`config.mk`:
```
export PLATFORM = sky130hd
export DESIGN_NAME = branch_history_table
export DESIGN_NICKNAME = d
export VERILOG_FILES = /design/src/rtl/branch_history_table.sv
export SDC_FILE = /design/constraint.sdc
export NUM_CORES = 1
export LEC_CHECK = 0
export CORE_ASPECT_RATIO = 2
export CORE_UTILIZATION = 37
export CTS_CLUSTER_DIAMETER = 150
export DETAILED_ROUTE_END_ITERATION = 10
export PLACE_DENSITY_LB_ADDON = 0.05
export SLEW_MARGIN = 25
export SYNTH_ARGS = -nofsm -noshare
export SYNTH_HDL_FRONTEND = slang
export SYNTH_SLANG_ARGS = --single-unit
```
`constraint.sdc`:
```
create_clock -name clk -period 6 [get_ports clk]
set_input_delay 0.6 -clock clk [delete_from_list [all_inputs] [get_ports clk]]
set_output_delay 0.6 -clock clk [all_outputs]
set_load 0.02 [all_outputs]
```
`src/rtl/branch_history_table.sv`:
```
// Branch history table: 2-bit saturating direction counters indexed by PC.
// Lookup is combinational from the fetch PC. Update happens on the clock edge
// from the execute-stage resolution. Resolved-branch and mispredict counters
// are kept for profiling.
module branch_history_table #(
   parameter int         INDEX_BITS = 5,
   parameter logic [1:0] INIT_STATE = 2'b01
) (
   input  logic        clk,
   input  logic        rst,
   input  logic [31:0] if_pc_i,
   input  logic        if_is_branch_i,
   output logic [1:0]  predict_o,
   input  logic        upd_valid_i,
   input  logic [31:0] upd_pc_i,
   input  logic        upd_taken_i,
   input  logic        upd_mispredict_i,
   input  logic        stats_clear_i,
   output logic [31:0] branch_cnt_o,
   output logic [31:0] mispredict_cnt_o
);

   localparam int ENTRIES = 1 << INDEX_BITS;

   logic [INDEX_BITS-1:0] lookup_idx;
   logic [INDEX_BITS-1:0] upd_idx;
   logic [1:0]            entry_q [ENTRIES];
   logic [1:0]            lookup_entry;
   logic [1:0]            upd_entry;
   logic [1:0]            upd_entry_next;
   logic [31:0]           branch_cnt_reg;
   logic [31:0]           branch_cnt_next;
   logic [31:0]           mispredict_cnt_reg;
   logic [31:0]           mispredict_cnt_next;

   // Word-aligned PCs: bits [1:0] and everything above the index are untagged
   assign lookup_idx = if_pc_i[INDEX_BITS+1:2];
   assign upd_idx    = upd_pc_i[INDEX_BITS+1:2];

   // Bits that play no part in indexing are collected here to mark them as intentionally unused
   logic unused_pc_bits;
   assign unused_pc_bits = ^{if_pc_i[31:INDEX_BITS+2], if_pc_i[1:0],
                             upd_pc_i[31:INDEX_BITS+2], upd_pc_i[1:0]};

   // Combinational read of the entry addressed by the fetch PC
   always_comb begin
      lookup_entry = entry_q[lookup_idx];
   end

   // Prediction: taken when the counter MSB is set, not-branch when nothing is fetched
   always_comb begin
      predict_o = 2'b00;
      if (if_is_branch_i) begin
         predict_o = lookup_entry[1] ? 2'b10 : 2'b01;
      end
   end

   // Saturating next value for the entry being trained
   always_comb begin
      upd_entry      = entry_q[upd_idx];
      upd_entry_next = upd_entry;
      if (upd_taken_i) begin
         if (upd_entry != 2'b11) upd_entry_next = upd_entry + 2'b01;
      end else begin
         if (upd_entry != 2'b00) upd_entry_next = upd_entry - 2'b01;
      end
   end

   // One flop pair per entry so reset can clear the whole table asynchronously;
   // lookup reads the pre-edge value, so same-index read/update is read-before-write
   generate
      for (genvar gi = 0; gi < ENTRIES; gi++) begin : g_entry
         logic [1:0] entry_reg;

         // Train this entry only when the update addresses it
         always_ff @(posedge clk or posedge rst) begin
            if (rst) begin
               entry_reg <= INIT_STATE;
            end else if (upd_valid_i && (upd_idx == INDEX_BITS'(gi))) begin
               entry_reg <= upd_entry_next;
            end
         end

         assign entry_q[gi] = entry_reg;
      end
   endgenerate

   // Statistics next-state: clear wins over a same-cycle increment
   always_comb begin
      branch_cnt_next     = branch_cnt_reg;
      mispredict_cnt_next = mispredict_cnt_reg;
      if (stats_clear_i) begin
         branch_cnt_next     = 32'd0;
         mispredict_cnt_next = 32'd0;
      end else if (upd_valid_i) begin
         branch_cnt_next = branch_cnt_reg + 32'd1;
         if (upd_mispredict_i) mispredict_cnt_next = mispredict_cnt_reg + 32'd1;
      end
   end

   // Statistics registers, wrapping naturally at 2^32
   always_ff @(posedge clk or posedge rst) begin
      if (rst) begin
         branch_cnt_reg     <= 32'd0;
         mispredict_cnt_reg <= 32'd0;
      end else begin
         branch_cnt_reg     <= branch_cnt_next;
         mispredict_cnt_reg <= mispredict_cnt_next;
      end
   end

   assign branch_cnt_o     = branch_cnt_reg;
   assign mispredict_cnt_o = mispredict_cnt_reg;

endmodule

```
==> results.cfg, run 1 <==
[outcome]
status = complete, but fails checks
violations = DRC

[placement]
dp_hpwl_mm = 12.87
dpl_cell_area_mm2 = 0.007705
io_buffers = 82
gp_congestion = 0.8355

[finish]
diodes = 0
synthToLayoutAreaGrowth_pct = 23.12
largest_register_ff_count = 64
drive_gt1_share_pct = 18.12
final_cell_mix = 96 x dfrtp_1, 93 x nor2_1, 81 x clkdlybuf4s50_1
fin_nets = 805
final_common_cell = dfrtp_1
stdcell_area_mm2 = 0.008342

[global_route]
grt_start_max_net_pins = 68
global_route.overflow_total = 0
first_global_vias = 5590
grt_pass1_wl_mm = 29.99
antenna_found_initial = 0
grt.total_usage_pct = 20.64

[sta]
relSlewSlack_pct = 32.05
final_hold_viol_count = 0
setup_violations = 0
drv_slew = 0
worst_pin_slew_ns = 1.017
skew_ns = 0.007207
worst_hold_slack_ns = 0.5035
tns_ns = 0
grt_setup_unrepaired = false
max_freq_mhz = 243.5
post-route-min-period_ns = 4.107
min_period_over_period_pct = 68.45

[hold_path]
min_path_type = flop to flop

[pwr]
p_leak_nw = 3.313
p_per_area_mw_per_mm2 = 298.3
max-vdd-ir-drop_v = 0.0002000

[yosys]
ys.flop_type = dfrtp_1
yosys_warnings = 0
synthTopCellsByArea = dfrtp_1 35%, dfstp_2 12%, mux2_2 6.1%
synth-edff-count = 0
ys_seq_area_share_pct = 47.87
synth.ff_latch_count = 128
avgSynthCellArea_um2 = 10.27
synthesis.nets = 733
async_flop_share_pct = 100.0
yosysTopAreaCellShare_pct = 35.46
yosysTopAreaCell = dfrtp_1
synth_cell_types = 54
netlist_area_mm2 = 0.006775
synthCells = 660

[clock_tree]
clkSinkCount = 128
clkTransAtPathRegs_ns = 0.06
cts_buffer_depth = 2
insertion_delay_ns = 0.42
cts_setup_buffers = 0
cts_max_level = 4
cts_resized = 0
cts_tree = built
clockRootBuffer = clkbuf_16
ctsHoldBuffers = 0
cts_made_buffers = 17

[detailed_routing]
antenna_left = 0
wl_mm = 18.07
drt_iter0_markers = 117
route.detailed.drc = 8
firstDrtPassIters = 7
avgViaCountPerCell = 5.365
wl_per_cell_um = 18.87
via_count = 5140

[worst_setup_path]
cp.required_ns = 5.40
critPathKind = input port to output pin
cp.arrival_ns = 3.51
cp_max_fo = 8
start_kind = input port
crit_family = buffers and inverters
slowest_stage = clkdlybuf4s50_1
cp-end-kind = output pin
cp_num_buf_inv = 2
crit_chain = clkdlybuf4s50_1, mux4_2, mux4_2, mux2i_1, and2_1, clkdlybuf4s50_1
critical-path-max-stage-delay_ns = 0.87

[floorplanning]
die_w_um = 97.69
die_area_mm2 = 0.01889
rows = 69
core_area_mm2 = 0.01787
die_y_um = 193.4
initial_core_util_pct = 37.91
io_pins = 137

[flow_run]
cap_violations = 0
==> power breakdown <==
part | internal, W | switching, W
registers | 0.000993 | 0.0000617
logic | 0.000149 | 0.000174
clock network | 0.000718 | 0.000394
total | 0.00186 | 0.000629
==> worst register-to-register path, delay by kind of cell (launching register included) <==
| kind | cells | cell delay [ns] |
|---|---|---|
| AOI/OAI and AO/OA | 5 | 1.75 |
| muxes | 1 | 0.49 |
| DFF | 1 | 0.42 |
==> final timing paths <==
kind | start | endpoint | slack [ns] | depth (start not counted)
max | if_pc_i[2] | predict_o[0] | 1.89 | 6
min | g_entry[5].entry_reg[1] | g_entry[5].entry_reg[1] | 0.50 | 2
max reg2reg | g_entry[3].entry_reg[1] | g_entry[3].entry_reg[1] | 3.18 | 6
min reg2reg | g_entry[5].entry_reg[1] | g_entry[5].entry_reg[1] | 0.50 | 2
max in group asynchronous | rst | branch_cnt_o[21] | 3.93 | 3
min in group asynchronous | rst | g_entry[20].entry_reg[1] | 0.71 | 2
==> per-layer routing <==
metal / global-route usage [%] / share of wire (%) / vias to the layer above
met3: 4.191 / 3.9 / 33
li1: - / - / 2463
met4: 12.79 / 4.9 / 0
met2: 37.14 / 54 / 112
met5: 0 / 0 / -
met1: 21.70 / 37 / 2532
==> metrics by stage <==
stage                     cells  setup WS, ns  utilization (%)  total power [W]
after global placement      926         1.781            43.11         0.001386
after CTS                   958         1.828            46.68         0.002527
final                       958         1.893            46.68         0.002489
after detailed placement    926         1.700            43.11         0.001399
after global routing        958         1.768            46.68         0.002596
after floorplan             660         2.040                -         0.001292
==> logic make-up (layout without fill, tap and decap cells) <==
kind of cell,Yosys count,after routing,share of synthesized area (%)
and+or+nand+nor,277,277,19.67
DFF,128,128,47.87
AOI/OAI and AO/OA,82,82,7.609
muxes,71,71,13.81
xor gates and xnor gates,55,55,7.110
buffers and inverters,45,130,3.564
adders and majority gates,2,2,0.3693
==> cell type report <==
class	count	area, um2
sequential	128	3243
fill	1677	9529
tap	213	266.5
clock inverter	13	183.9
timing repair buffer	87	853.3
clock buffer	19	452.9
inverter	11	43.79
multi-input combinational	487	3298
==> cell usage after synthesis, types with 2 or more instances <==
| cell | instances |
|---|---|
| and2_1 | 5 |
| o31ai_1 | 13 |
| clkbuf_1 | 12 |
| o22ai_1 | 7 |
| dfstp_2 | 32 |
| o21ai_0 | 24 |
| mux4_2 | 13 |
| nor3b_1 | 2 |
| or3_1 | 11 |
| mux2i_1 | 20 |
| ha_1 | 2 |
| dfrtp_1 | 96 |
| inv_1 | 11 |
| nor4_1 | 4 |
| nor3_1 | 8 |
| buf_1 | 3 |
| and3_1 | 5 |
| nand2_1 | 70 |
| buf_2 | 10 |
| xnor2_1 | 15 |
| xor2_1 | 40 |
| and4_1 | 5 |
| nand4_1 | 21 |
| a22oi_1 | 2 |
| or2_2 | 5 |
| o21ai_1 | 16 |
| buf_4 | 2 |
| nand3_1 | 25 |
| nor2b_1 | 11 |
| a21oi_1 | 11 |
| nand2_2 | 2 |
| mux2_2 | 37 |
| nand2b_1 | 3 |
| nor2_1 | 93 |
| buf_6 | 5 |
No activity file was read; power rests on OpenSTA's default activity.
==> run 2, diff against run 1 <==
==> constraint.sdc (replaced) <==
create_clock -name clk -period 3.5 [get_ports clk]
set_input_delay 0.35 -clock clk [delete_from_list [all_inputs] [get_ports clk]]
set_output_delay 0.35 -clock clk [all_outputs]
set_load 0.02 [all_outputs]
==> run 2 against run 1 <==
Against the previous run: the flow still finishes with violations (DRC); die area unchanged; core utilization up 0.76 points; hold slack worse by 0.15 ns; critical path depth is 1 higher; via count grew 0.23%; sequential share of layout area is 0.63 points lower; clock skew grew 0.0026 ns.
==> results.cfg, run 2 (synthesized netlist as in run 1, its figures left out) <==
[worst_setup_path]
cp_max_fo = 8
r2r-start = g_entry[3].entry_reg[1]
worst-r2r-cell-count = 7
cp-end-kind = output pin
start_kind = input port
critPathKind = input port to output pin
cp.required_ns = 3.15
regToRegSetupSlack_ns = 1.05
crit_start = if_pc_i[2]
worstReg2RegEnd = g_entry[9].entry_reg[1]
cp.arrival_ns = 2.95

[clock_tree]
cts_max_level = 4
cts_resized = 0
cts_tree = built
clkSinkCount = 128
clockRootBuffer = clkbuf_16
cts_buffer_depth = 2
ctsHoldBuffers = 0
insertion_delay_ns = 0.42
cts_made_buffers = 17
clkTransAtPathRegs_ns = 0.06
cts_setup_buffers = 0

[finish]
fillers = 1696
final_cell_mix = 96 x dfrtp_1, 93 x nor2_1, 81 x clkdlybuf4s50_1
diodes = 0
largest_register_ff_count = 64
ff_latch_area_mm2 = 0.003243
post-route-util_pct = 47.44
final_common_cell = dfrtp_1
fin_nets = 820
multiInputGateArea_mm2 = 0.003291
synthToLayoutAreaGrowth_pct = 25.13
drive_gt1_share_pct = 19.47

[sta]
drv_slew = 0
relSlewSlack_pct = 54.87
max_freq_mhz = 303.1
tns_ns = 0
skew_ns = 0.009851
final_hold_viol_count = 0
post-route-min-period_ns = 3.300
worst_pin_slew_ns = 0.6769
setup_violations = 0
grt_setup_unrepaired = false
min_period_over_period_pct = 94.27

[pwr]
p_leak_nw = 3.387
power_w = 0.004281
max-vdd-ir-drop_v = 0.0003125
p_per_area_mw_per_mm2 = 505.0

[detailed_routing]
wl_met1_mm = 6.640
wl_per_cell_um = 18.47
via_count = 5152
avgViaCountPerCell = 5.295
firstDrtPassIters = 7
wl_met3_um = 600
dr_wl_met2_mm = 9.906
dr.max_layer_used = met4
drt_iter0_markers = 139
route.detailed.drc = 8
antenna_left = 0
wl_mm = 17.97

[floorplanning]
io_pins = 137
rows = 69
initial_core_util_pct = 37.91
die_area_mm2 = 0.01889
die_w_um = 97.69
core_area_mm2 = 0.01787
die_y_um = 193.4

[flow_run]
cap_violations = 0

[global_route]
grt.total_usage_pct = 20.24
antenna_found_initial = 0
grt_start_max_net_pins = 74
grt_pass1_wl_mm = 29.57
first_global_vias = 5642
global_route.overflow_total = 0

[placement]
io_buffers = 82
gp_congestion = 0.8509
dp_hpwl_mm = 13.21

[outcome]
status = complete, but fails checks
violations = DRC

[hold_path]
min_path_type = input port to async pin
-- run 2: cell count changes in the layout (fill, tap and decap cells not counted), sizes merged --
| cell | delta |
|---|---|
| clkinv | -1 |
| clkbuf | +4 |
| inv | -3 |
| buf | +15 |
-- run 2: how the worst max path moves through the flow --
stage | slack [ns] | cells after the start | end
final | 0.20 | 7 | predict_o[0]
after global routing | 0.11 | 7 | predict_o[0]
after CTS | 0.16 | 7 | predict_o[0]
after detailed placement | 0.17 | 7 | predict_o[0]
after global placement | 0.19 | 7 | predict_o[0]
after floorplan | 0.97 | 5 | predict_o[0]
-- run 2: critical path, stage by stage --
cell,delay (ns)
clkdlybuf4s50_1,0.51
buf_12,0.15
mux4_2,0.54
mux4_2,0.49
mux2i_1,0.17
and2_1,0.15
clkdlybuf4s50_1,0.59
-- run 2: metrics by stage --
stage / setup WS (ns) / hold slack, ns / instances / area [um2]
after floorplan: 0.9655 / 0.4595 / 660 / 6779
after CTS: 0.1648 / 0.3556 / 973 / 8478
after global placement: 0.1943 / 0.4912 / 941 / 7836
after global routing: 0.1120 / 0.3814 / 973 / 8478
final: 0.2005 / 0.3535 / 973 / 8478
after detailed placement: 0.1698 / 0.4931 / 941 / 7836
-- run 2: cell type report --
class	instances	area share [%]
tap	213	3.143
sequential	128	38.25
clock buffer	23	5.756
multi-input combinational	487	38.81
timing repair buffer	102	11.69
clock inverter	9	1.815
inverter	11	0.5313
-- run 2: where the power goes --
group          internal (W)  switching [W]
combinational      0.000268       0.000291
sequential          0.00170       0.000109
clock               0.00127       0.000643
total               0.00324        0.00104
-- run 2: metal layers --
| metal | vias to the layer above | GRT usage [%] |
|---|---|---|
| met5 | - | 0 |
| met3 | 31 | 3.902 |
| met4 | 0 | 11.90 |
| li1 | 2489 | - |
| met2 | 103 | 37.33 |
| met1 | 2529 | 20.86 |
